### src/rtl/cpu_io_port_pkg.sv
// cpu_io_port_pkg: sequencer state codes, I/O FSM states and status bit positions
package cpu_io_port_pkg;
  localparam logic [7:0] STATE_SET_ADDR = 8'h10;
  localparam logic [7:0] STATE_OUT = 8'h11;
  localparam logic [7:0] STATE_IN = 8'h12;
  typedef enum logic {IO_FSM_IDLE, IO_FSM_ADDR} io_fsm_t;
  localparam int IO_ST_TX_NOTFULL = 0;
  localparam int IO_ST_RX_NONEMPTY = 1;
  localparam int IO_ST_RX_UDF = 2;
  localparam int IO_ST_TX_OVF = 3;
endpackage

### src/rtl/cpu_io_port_if.sv
// cpu_io_port_if: CPU bus and device TX/RX handshake signals of the I/O port
interface cpu_io_port_if;
  logic [7:0] state;
  logic [7:0] bus_in;
  logic [7:0] bus_out;
  logic bus_out_en;
  logic [7:0] tx_data;
  logic tx_valid;
  logic tx_ready;
  logic [7:0] rx_data;
  logic rx_valid;
  logic rx_ready;
  modport master(output state, bus_in, tx_ready, rx_data, rx_valid,
                 input bus_out, bus_out_en, tx_data, tx_valid, rx_ready);
  modport slave(input state, bus_in, tx_ready, rx_data, rx_valid,
                output bus_out, bus_out_en, tx_data, tx_valid, rx_ready);
endinterface

### src/rtl/cpu_io_port_fifo.sv
// cpu_io_port_fifo: circular FIFO with an extra pointer MSB separating full from empty
module cpu_io_port_fifo #(
  parameter int WIDTH = 8,
  parameter int DEPTH = 4
) (
  input  logic clk,
  input  logic reset,
  input  logic push,
  input  logic pop,
  input  logic [WIDTH-1:0] din,
  output logic full,
  output logic empty,
  output logic [WIDTH-1:0] head
);
  localparam int AW = $clog2(DEPTH);
  logic [WIDTH-1:0] mem [DEPTH];
  logic [AW:0] wp, rp;
  logic do_push, do_pop;
  // a pop on a full FIFO frees the slot the simultaneous push lands in
  always_comb begin
    empty = wp == rp;
    full = (wp[AW] != rp[AW]) && (wp[AW-1:0] == rp[AW-1:0]);
    do_pop = pop && !empty;
    do_push = push && (!full || do_pop);
    head = mem[rp[AW-1:0]];
  end
  always_ff @(posedge clk or posedge reset)
    if (reset) begin
      wp <= '0;
      rp <= '0;
    end else begin
      if (do_push) wp <= wp + 1'b1;
      if (do_pop) rp <= rp + 1'b1;
    end
  always_ff @(posedge clk)
    if (do_push) mem[wp[AW-1:0]] <= din;
endmodule

### src/rtl/cpu_io_port.sv
// cpu_io_port: responder for CPU IN/OUT cycles, buffering device traffic in TX/RX FIFOs
module cpu_io_port
  import cpu_io_port_pkg::*;
#(
  parameter int FIFO_DEPTH = 4,
  parameter logic [7:0] DATA_PORT = 8'h00,
  parameter logic [7:0] STAT_PORT = 8'h01
) (
  input logic clk,
  input logic reset,
  cpu_io_port_if.slave io
);
  io_fsm_t fsm, fsm_nx;
  logic [7:0] addr_q, stat, rx_head;
  logic tx_ovf, rx_udf, tx_full, tx_empty, rx_full, rx_empty;
  logic rd, wr, rd_data, rd_stat, tx_push, tx_pop, ovf_set, udf_set;
  always_comb begin
    fsm_nx = io.state == STATE_SET_ADDR ? IO_FSM_ADDR : IO_FSM_IDLE;
    rd = fsm == IO_FSM_ADDR && io.state == STATE_IN;
    wr = fsm == IO_FSM_ADDR && io.state == STATE_OUT;
    rd_data = rd && addr_q == DATA_PORT;
    rd_stat = rd && addr_q == STAT_PORT;
    tx_push = wr && addr_q == DATA_PORT;
    tx_pop = io.tx_ready && !tx_empty;
    ovf_set = tx_push && tx_full && !tx_pop;
    udf_set = rd_data && rx_empty;
    stat = '0;
    stat[IO_ST_TX_OVF] = tx_ovf;
    stat[IO_ST_RX_UDF] = rx_udf;
    stat[IO_ST_RX_NONEMPTY] = !rx_empty;
    stat[IO_ST_TX_NOTFULL] = !tx_full;
    io.bus_out = rd_data ? (rx_empty ? 8'h00 : rx_head) : rd_stat ? stat : 8'h00;
    io.bus_out_en = rd;
    io.tx_valid = !tx_empty;
    io.rx_ready = !rx_full;
  end
  always_ff @(posedge clk or posedge reset)
    if (reset) begin
      fsm <= IO_FSM_IDLE;
      addr_q <= '0;
      tx_ovf <= 1'b0;
      rx_udf <= 1'b0;
    end else begin
      fsm <= fsm_nx;
      if (io.state == STATE_SET_ADDR) addr_q <= io.bus_in;
      // a set landing on the clearing status read wins
      tx_ovf <= ovf_set || (tx_ovf && !rd_stat);
      rx_udf <= udf_set || (rx_udf && !rd_stat);
    end
  cpu_io_port_fifo #(.WIDTH(8), .DEPTH(FIFO_DEPTH)) u_tx (
    .clk(clk), .reset(reset), .push(tx_push), .pop(io.tx_ready), .din(io.bus_in),
    .full(tx_full), .empty(tx_empty), .head(io.tx_data)
  );
  cpu_io_port_fifo #(.WIDTH(8), .DEPTH(FIFO_DEPTH)) u_rx (
    .clk(clk), .reset(reset), .push(io.rx_valid), .pop(rd_data), .din(io.rx_data),
    .full(rx_full), .empty(rx_empty), .head(rx_head)
  );
endmodule

### src/flat_wrapper.sv
// flat-port wrapper written by rule: the top's interface ports become plain ports
module cpu_io_port_flat import cpu_io_port_pkg::*;
#(
  parameter int FIFO_DEPTH = 4,
  parameter logic [7:0] DATA_PORT = 8'h00,
  parameter logic [7:0] STAT_PORT = 8'h01
)
  (clk, reset, io_state, io_bus_in, io_tx_ready, io_rx_data, io_rx_valid, io_bus_out, io_bus_out_en, io_tx_data, io_tx_valid, io_rx_ready);
  cpu_io_port_if io_i ();
  input logic clk;
  input logic reset;
  input wire logic [$bits(io_i.state)-1:0] io_state;
  input wire logic [$bits(io_i.bus_in)-1:0] io_bus_in;
  input wire logic [$bits(io_i.tx_ready)-1:0] io_tx_ready;
  input wire logic [$bits(io_i.rx_data)-1:0] io_rx_data;
  input wire logic [$bits(io_i.rx_valid)-1:0] io_rx_valid;
  output wire logic [$bits(io_i.bus_out)-1:0] io_bus_out;
  output wire logic [$bits(io_i.bus_out_en)-1:0] io_bus_out_en;
  output wire logic [$bits(io_i.tx_data)-1:0] io_tx_data;
  output wire logic [$bits(io_i.tx_valid)-1:0] io_tx_valid;
  output wire logic [$bits(io_i.rx_ready)-1:0] io_rx_ready;
  assign io_i.state = io_state;
  assign io_i.bus_in = io_bus_in;
  assign io_i.tx_ready = io_tx_ready;
  assign io_i.rx_data = io_rx_data;
  assign io_i.rx_valid = io_rx_valid;
  assign io_bus_out = io_i.bus_out;
  assign io_bus_out_en = io_i.bus_out_en;
  assign io_tx_data = io_i.tx_data;
  assign io_tx_valid = io_i.tx_valid;
  assign io_rx_ready = io_i.rx_ready;
  cpu_io_port #(.FIFO_DEPTH(FIFO_DEPTH), .DATA_PORT(DATA_PORT), .STAT_PORT(STAT_PORT)) u_core (.clk(clk), .reset(reset), .io(io_i));
endmodule
### config.mk
export PLATFORM = sky130hd
export DESIGN_NAME = cpu_io_port_flat
export DESIGN_NICKNAME = d
export VERILOG_FILES = /design/src/rtl/cpu_io_port_pkg.sv /design/src/rtl/cpu_io_port_if.sv /design/src/rtl/cpu_io_port_fifo.sv /design/src/rtl/cpu_io_port.sv /design/src/flat_wrapper.sv
export SDC_FILE = /design/constraint.sdc
export NUM_CORES = 1
export LEC_CHECK = 0
export CAP_MARGIN = 20
export CORE_UTILIZATION = 55
export DETAILED_ROUTE_END_ITERATION = 8
export PLACE_DENSITY = 0.79
export SLEW_MARGIN = 30
export SYNTH_ARGS = -nofsm -noshare
export SYNTH_HDL_FRONTEND = slang
export SYNTH_SLANG_ARGS = --single-unit
### constraint.sdc
create_clock -name clk -period 3.35 [get_ports clk]
set_input_delay 0.335 -clock clk [delete_from_list [all_inputs] [get_ports clk]]
set_output_delay 0.335 -clock clk [all_outputs]
set_load 0.01 [all_outputs]
# Yosys cells after proc, flatten, opt, wreduce, memory -nomap -nowiden
# Memory sizes are Yosys's and may differ from the RTL's.
# Index checks and enable logic that the tools add are counted.
# word_totals
n_memories,2
mem_bits_rw,64
elab_cells,59
ff_bits,23
inputBits,28
out_inout_bits,19
# op_classes
eq_ne,10
n_addsub,4
n_reduce_logical,27
n_mux,8
# mem_list
memory,depth,width,read_ports,rd_ports_with_merged_regs,wr,line_no,rtl
u_core.u_rx.mem,4,8,1,0,1,cpu_io_port_fifo.sv:16,logic [WIDTH-1:0] mem [DEPTH];
u_core.u_tx.mem,4,8,1,0,1,cpu_io_port_fifo.sv:16,
# ops
operator,n
equality test 8 x 5 -> 1 bit (second input constant),3
logical AND 1 bit,16
two-way mux 8 bit,2
adder 3 x 1 -> 3 bit (second input constant),4
equality test 8 x 1 -> 1 bit (second input constant),1
logical NOT 8 bit,1
equality test 3 bit,2
logical NOT 1 bit,6
two-way mux 1 bit,5
equality test 2 bit,2
logical OR 1 bit,4
two-way mux 4 bit,1
inequality test 1 bit,2

# Logic depth before layout (Yosys ltp)
# logic_depth
word_depth,8
mapped_depth,6
depth_no_buf,5

# Hierarchy
# Synthesis repeated with hierarchy kept, for this count alone.
# hier_totals
hier_cells,213
hier_area_um2,3912.5
# modules_own_cells
mod,cells_each,seq_area_each_um2,area_per_inst_um2,instances
cpu_io_port_fifo,78,1111.1,1651.6,2
cpu_io_port,57,275.3,609.3,1

# Worst setup path after synthesis
# OpenSTA, ideal clock, no wires.
# synth_timing
path_kind,input to register
startpoint,in io_state[3]
endpoint,"mem u_core.u_rx.mem[3][0], enable pin"
setup_time_ns,0.391
t_required_ns,2.959
slack_ns,0.664
t_arrival_ns,2.295
cell_stages,4
path_buffers,1
cell_sequence,or4b_1 > or4_1 > buf_2 > o31ai_1
# synth_between
elab_chain_cells,8
# synth_lines
item,line_no,rtl
"start, declared",flat_wrapper.sv:12,input wire logic [$bits(io_i.state)-1:0] io_state;
equality test 8 x 5 -> 1 bit,cpu_io_port.sv:19,rd = fsm == IO_FSM_ADDR && io.state == STATE_IN;
logical AND 1 bit,cpu_io_port.sv:19,
logical AND 1 bit,cpu_io_port.sv:21,rd_data = rd && addr_q == DATA_PORT;
logical AND 1 bit,cpu_io_port_fifo.sv:23,do_pop = pop && !empty;
logical OR 1 bit,cpu_io_port_fifo.sv:24,do_push = push && (!full || do_pop);
logical AND 1 bit,cpu_io_port_fifo.sv:24,
two-way mux 1 bit,cpu_io_port_fifo.sv:36,if (do_push) mem[wp[AW-1:0]] <= din;
two-way mux 1 bit (implied by the code),cpu_io_port_fifo.sv:36,
"end, declared",cpu_io_port_fifo.sv:16,
# No other way between the ends.

# Worst setup path in the final report
# layout_timing
startpoint,in io_state[4]
endpoint,out io_bus_out[5]
# layout_between
elab_chain_cells,4
# layout_lines
item,line_no,rtl
equality test 8 x 5 -> 1 bit,cpu_io_port.sv:19,
logical AND 1 bit,cpu_io_port.sv:19,
logical AND 1 bit,cpu_io_port.sv:21,
two-way mux 8 bit,cpu_io_port.sv:32,io.bus_out = rd_data ? (rx_empty ? 8'h00 : rx_head) : rd_stat ? stat : 8'h00;
"end, declared",flat_wrapper.sv:17,output wire logic [$bits(io_i.bus_out)-1:0] io_bus_out;
# No other way between the ends.

==> metrics <==
status finished clean; ys async rst share 26.4%; worst path required time 3.01 ns; DRC 0; Max stage delay on crit path 0.51 ns; Syn Inst Count 209; arrival time worst endpoint 2.94 ns; Period minus WS final 3.28 ns; DR vias 1975; max cap viols 0; clk slew on worst S/H paths 0.08 ns; GP Congestion 0.749; Power Dens Cells 642 nW/um2; Setup crit start io_state[4]; Sink Count 87; Synth Warn # 0; multi-input logic area 1110 um2; CP Buf/Inv Count 3; max-slew violation count 0; sequential power share 47.5%; RSZ-0062 raised after global routing no; power share of the combinational group 23.0%; max_slew headroom 64.8%; Placed Area 4330 um2; Final Skew 0.00833 ns; Avg Synthesized Cell Area 17.5 um2; Die Footprint 6990 um2; Post-CTS Setup Inserts 0; Post-synth EDFFs 64; num ports 47; largest net degree at the start of global routing 24; Routed Wire Length 6340 um; worst min-delay path class input pin to async pin; static leakage 1.72 nW; Switching Fraction 25.7%; post-route setup TNS 0 ns; Total GRT Usage 19.9%; CP Launch Type input pin; netlist area before placement 3660 um2; top_reg_cell synth edfxtp_1; Internal Pwr Total 0.00218 W; n_diodes 0; clock share of power 29.5%; cts bufs inserted 9; Core ar. 6390 um2; height of the die 83.6 um; area added between synthesis and finish 24.8%; initial antenna violation count 0; cell row count 29; Peak VDD IR 563 uV; Slowest-stage cell, CP clkdlybuf4s50_1; FF+latch area 2500 um2; P_sw 0.000755 W; Via-to-Cell Ratio 5.55; Net Count, Synth 247; critical path's top delay family simple AND/OR/NAND/NOR gates; Layout fillers 420; final instance area 4570 um2; post-synthesis sequential area ratio 68.2%; global-route wire length before repair 10200 um; detailed placement HPWL 4510 um; GR Overflow Total 0; Peak Freq 305 MHz; number of port buffers 46; layout cells sized above 1 24.4%; Root Buffer clkbuf_8; # nets final 312; final setup vio count 0; Crit. End Element output port; Unique masters post-synth 35; clock latency on the worst-skew pair 0.35 ns; worst slew pin tran 0.527 ns; drt wl/cell 17.8 um; effective utilization at floorplan 57.3%; chip width 83.6 um; Routed Antenna Nets 0; Final Hold Viols 0; Yosys reg bits 87; H-tree depth 3; clock buffer depth 2; reg-to-reg startpoint u_core.addr_q[4]; 1st-pass router iterations 4; worst-path fanout max 8; Crit Path Class input pin to output port; crit path cell chain clkdlybuf4s50_1 -> or4b_4 -> or4_4 -> or4_1 -> buf_4 -> and2b_2 -> clkdlybuf4s15_1; period utilization 97.9%; DR iter-0 viols 79; CTS tree done; vias in the first global route 2075
-- cell type report --
class / instances / share of cell area [%]
clock buffers: 11 / 2.88
inverters: 10 / 0.821
repair buffers: 60 / 12.9
flip-flops and latches: 87 / 54.7
multi-input cells: 106 / 24.3
well taps: 77 / 2.11
clock inverters: 5 / 2.35
-- power by group through the flow --
stage	combinational [W]	sequential (W)	clock, W
after floorplan	0.000417	0.00136	0
after global placement	0.000661	0.00141	0
after detailed placement	0.000679	0.00142	0
after CTS	0.000680	0.00140	0.000873
after global routing	0.000738	0.00141	0.000919
final	0.000674	0.00139	0.000865
-- registers in the layout (all words and copies together), names as in the netlist, 3 cells and up --
name and flops:
u_core.addr_q 8, u_core.u_rx.mem 32, u_core.u_rx.rp 3, u_core.u_rx.wp 3, u_core.u_tx.mem 32, u_core.u_tx.rp 3, u_core.u_tx.wp 3
-- path summary, 6_finish.rpt --
kind | cells after the start | endpoint | slack, ns
min reg2reg | 1 | u_core.u_rx.rp[2] | 0.50
max reg2reg | 6 | u_core.u_tx.mem[0][0] | 1.04
max | 7 | io_bus_out[5] | 0.07
min | 2 | u_core.addr_q[5] | 0.32
min in group clk | 1 | u_core.u_rx.rp[2] | 0.50
max in group asynchronous | 2 | u_core.u_tx.rp[0] | 2.69
-- metal layers --
metal / up-vias / share of wire [%] / GRT usage (%)
met5: - / 0 / 0
met4: 0 / 1.6 / 7.70
met3: 11 / 5.0 / 5.84
met2: 53 / 52 / 33.9
met1: 983 / 41 / 24.2
li1: 928 / - / -
-- stage by stage --
stage	hold WS, ns	power [W]	std cells	utilization, %	setup WS (ns)
finish	0.324	0.00293	356	71.6	0.0716
global route	0.376	0.00307	356	71.6	0.0160
CTS	0.497	0.00295	356	71.5	0.0128
detailed placement	0.484	0.00210	340	67.8	-0.253
global placement	0.474	0.00207	340	67.8	-0.243
floorplan	0.337	0.00178	209	-	0.664
-- placed cells by master (no fill, tap or decap), types with 5 or more instances in the layout --
| master | netlist | layout |
|---|---|---|
| xor2_1 | 6 | 6 |
| nand3_1 | 5 | 5 |
| edfxtp_1 | 64 | 64 |
| xnor2_1 | 10 | 10 |
| ha_1 | 10 | 10 |
| dfrtp_1 | 23 | 23 |
| clkdlybuf4s50_1 | 0 | 39 |
| clkbuf_8 | 0 | 9 |
| buf_4 | 0 | 11 |
| inv_1 | 10 | 9 |
| and2_1 | 8 | 8 |
| mux4_2 | 16 | 16 |
| nand2_1 | 5 | 5 |
| mux2_2 | 11 | 11 |
-- logic make-up after synthesis --
kind of cell,Yosys count,share of synthesized area (%)
AOI/OAI and AO/OA,9,2.02
muxes,28,13.6
and+or+nand+nor,43,7.00
DFF,87,68.2
xor gates and xnor gates,16,3.83
buffers and inverters,16,1.91
adders and majority gates,10,3.42
-- synthesized netlist by cell type, types with 2 or more instances --
master | count | area, um2
and2_1 | 8 | 50.1
and2b_2 | 4 | 35.0
buf_2 | 2 | 10.0
clkbuf_1 | 2 | 7.51
dfrtp_1 | 23 | 576
edfxtp_1 | 64 | 1920
ha_1 | 10 | 125
inv_1 | 10 | 37.5
mux2_2 | 11 | 124
mux4_2 | 16 | 360
nand2_1 | 5 | 18.8
nand3_1 | 5 | 25.0
nor2_1 | 4 | 15.0
nor3_1 | 3 | 15.0
nor4_1 | 5 | 31.3
o2bb2ai_1 | 2 | 17.5
or4_1 | 3 | 22.5
xnor2_1 | 10 | 87.6
xor2_1 | 6 | 52.6
-- what timing repair did --
action                                  in CTS  in global routing
gates resized for setup                      9                  8
pin swaps                                    0                  0
endpoints found under the setup margin       7                  6
hold buffers                                 0                  0
gates cloned                                 0                  0
No activity file was read; power rests on OpenSTA's default activity.
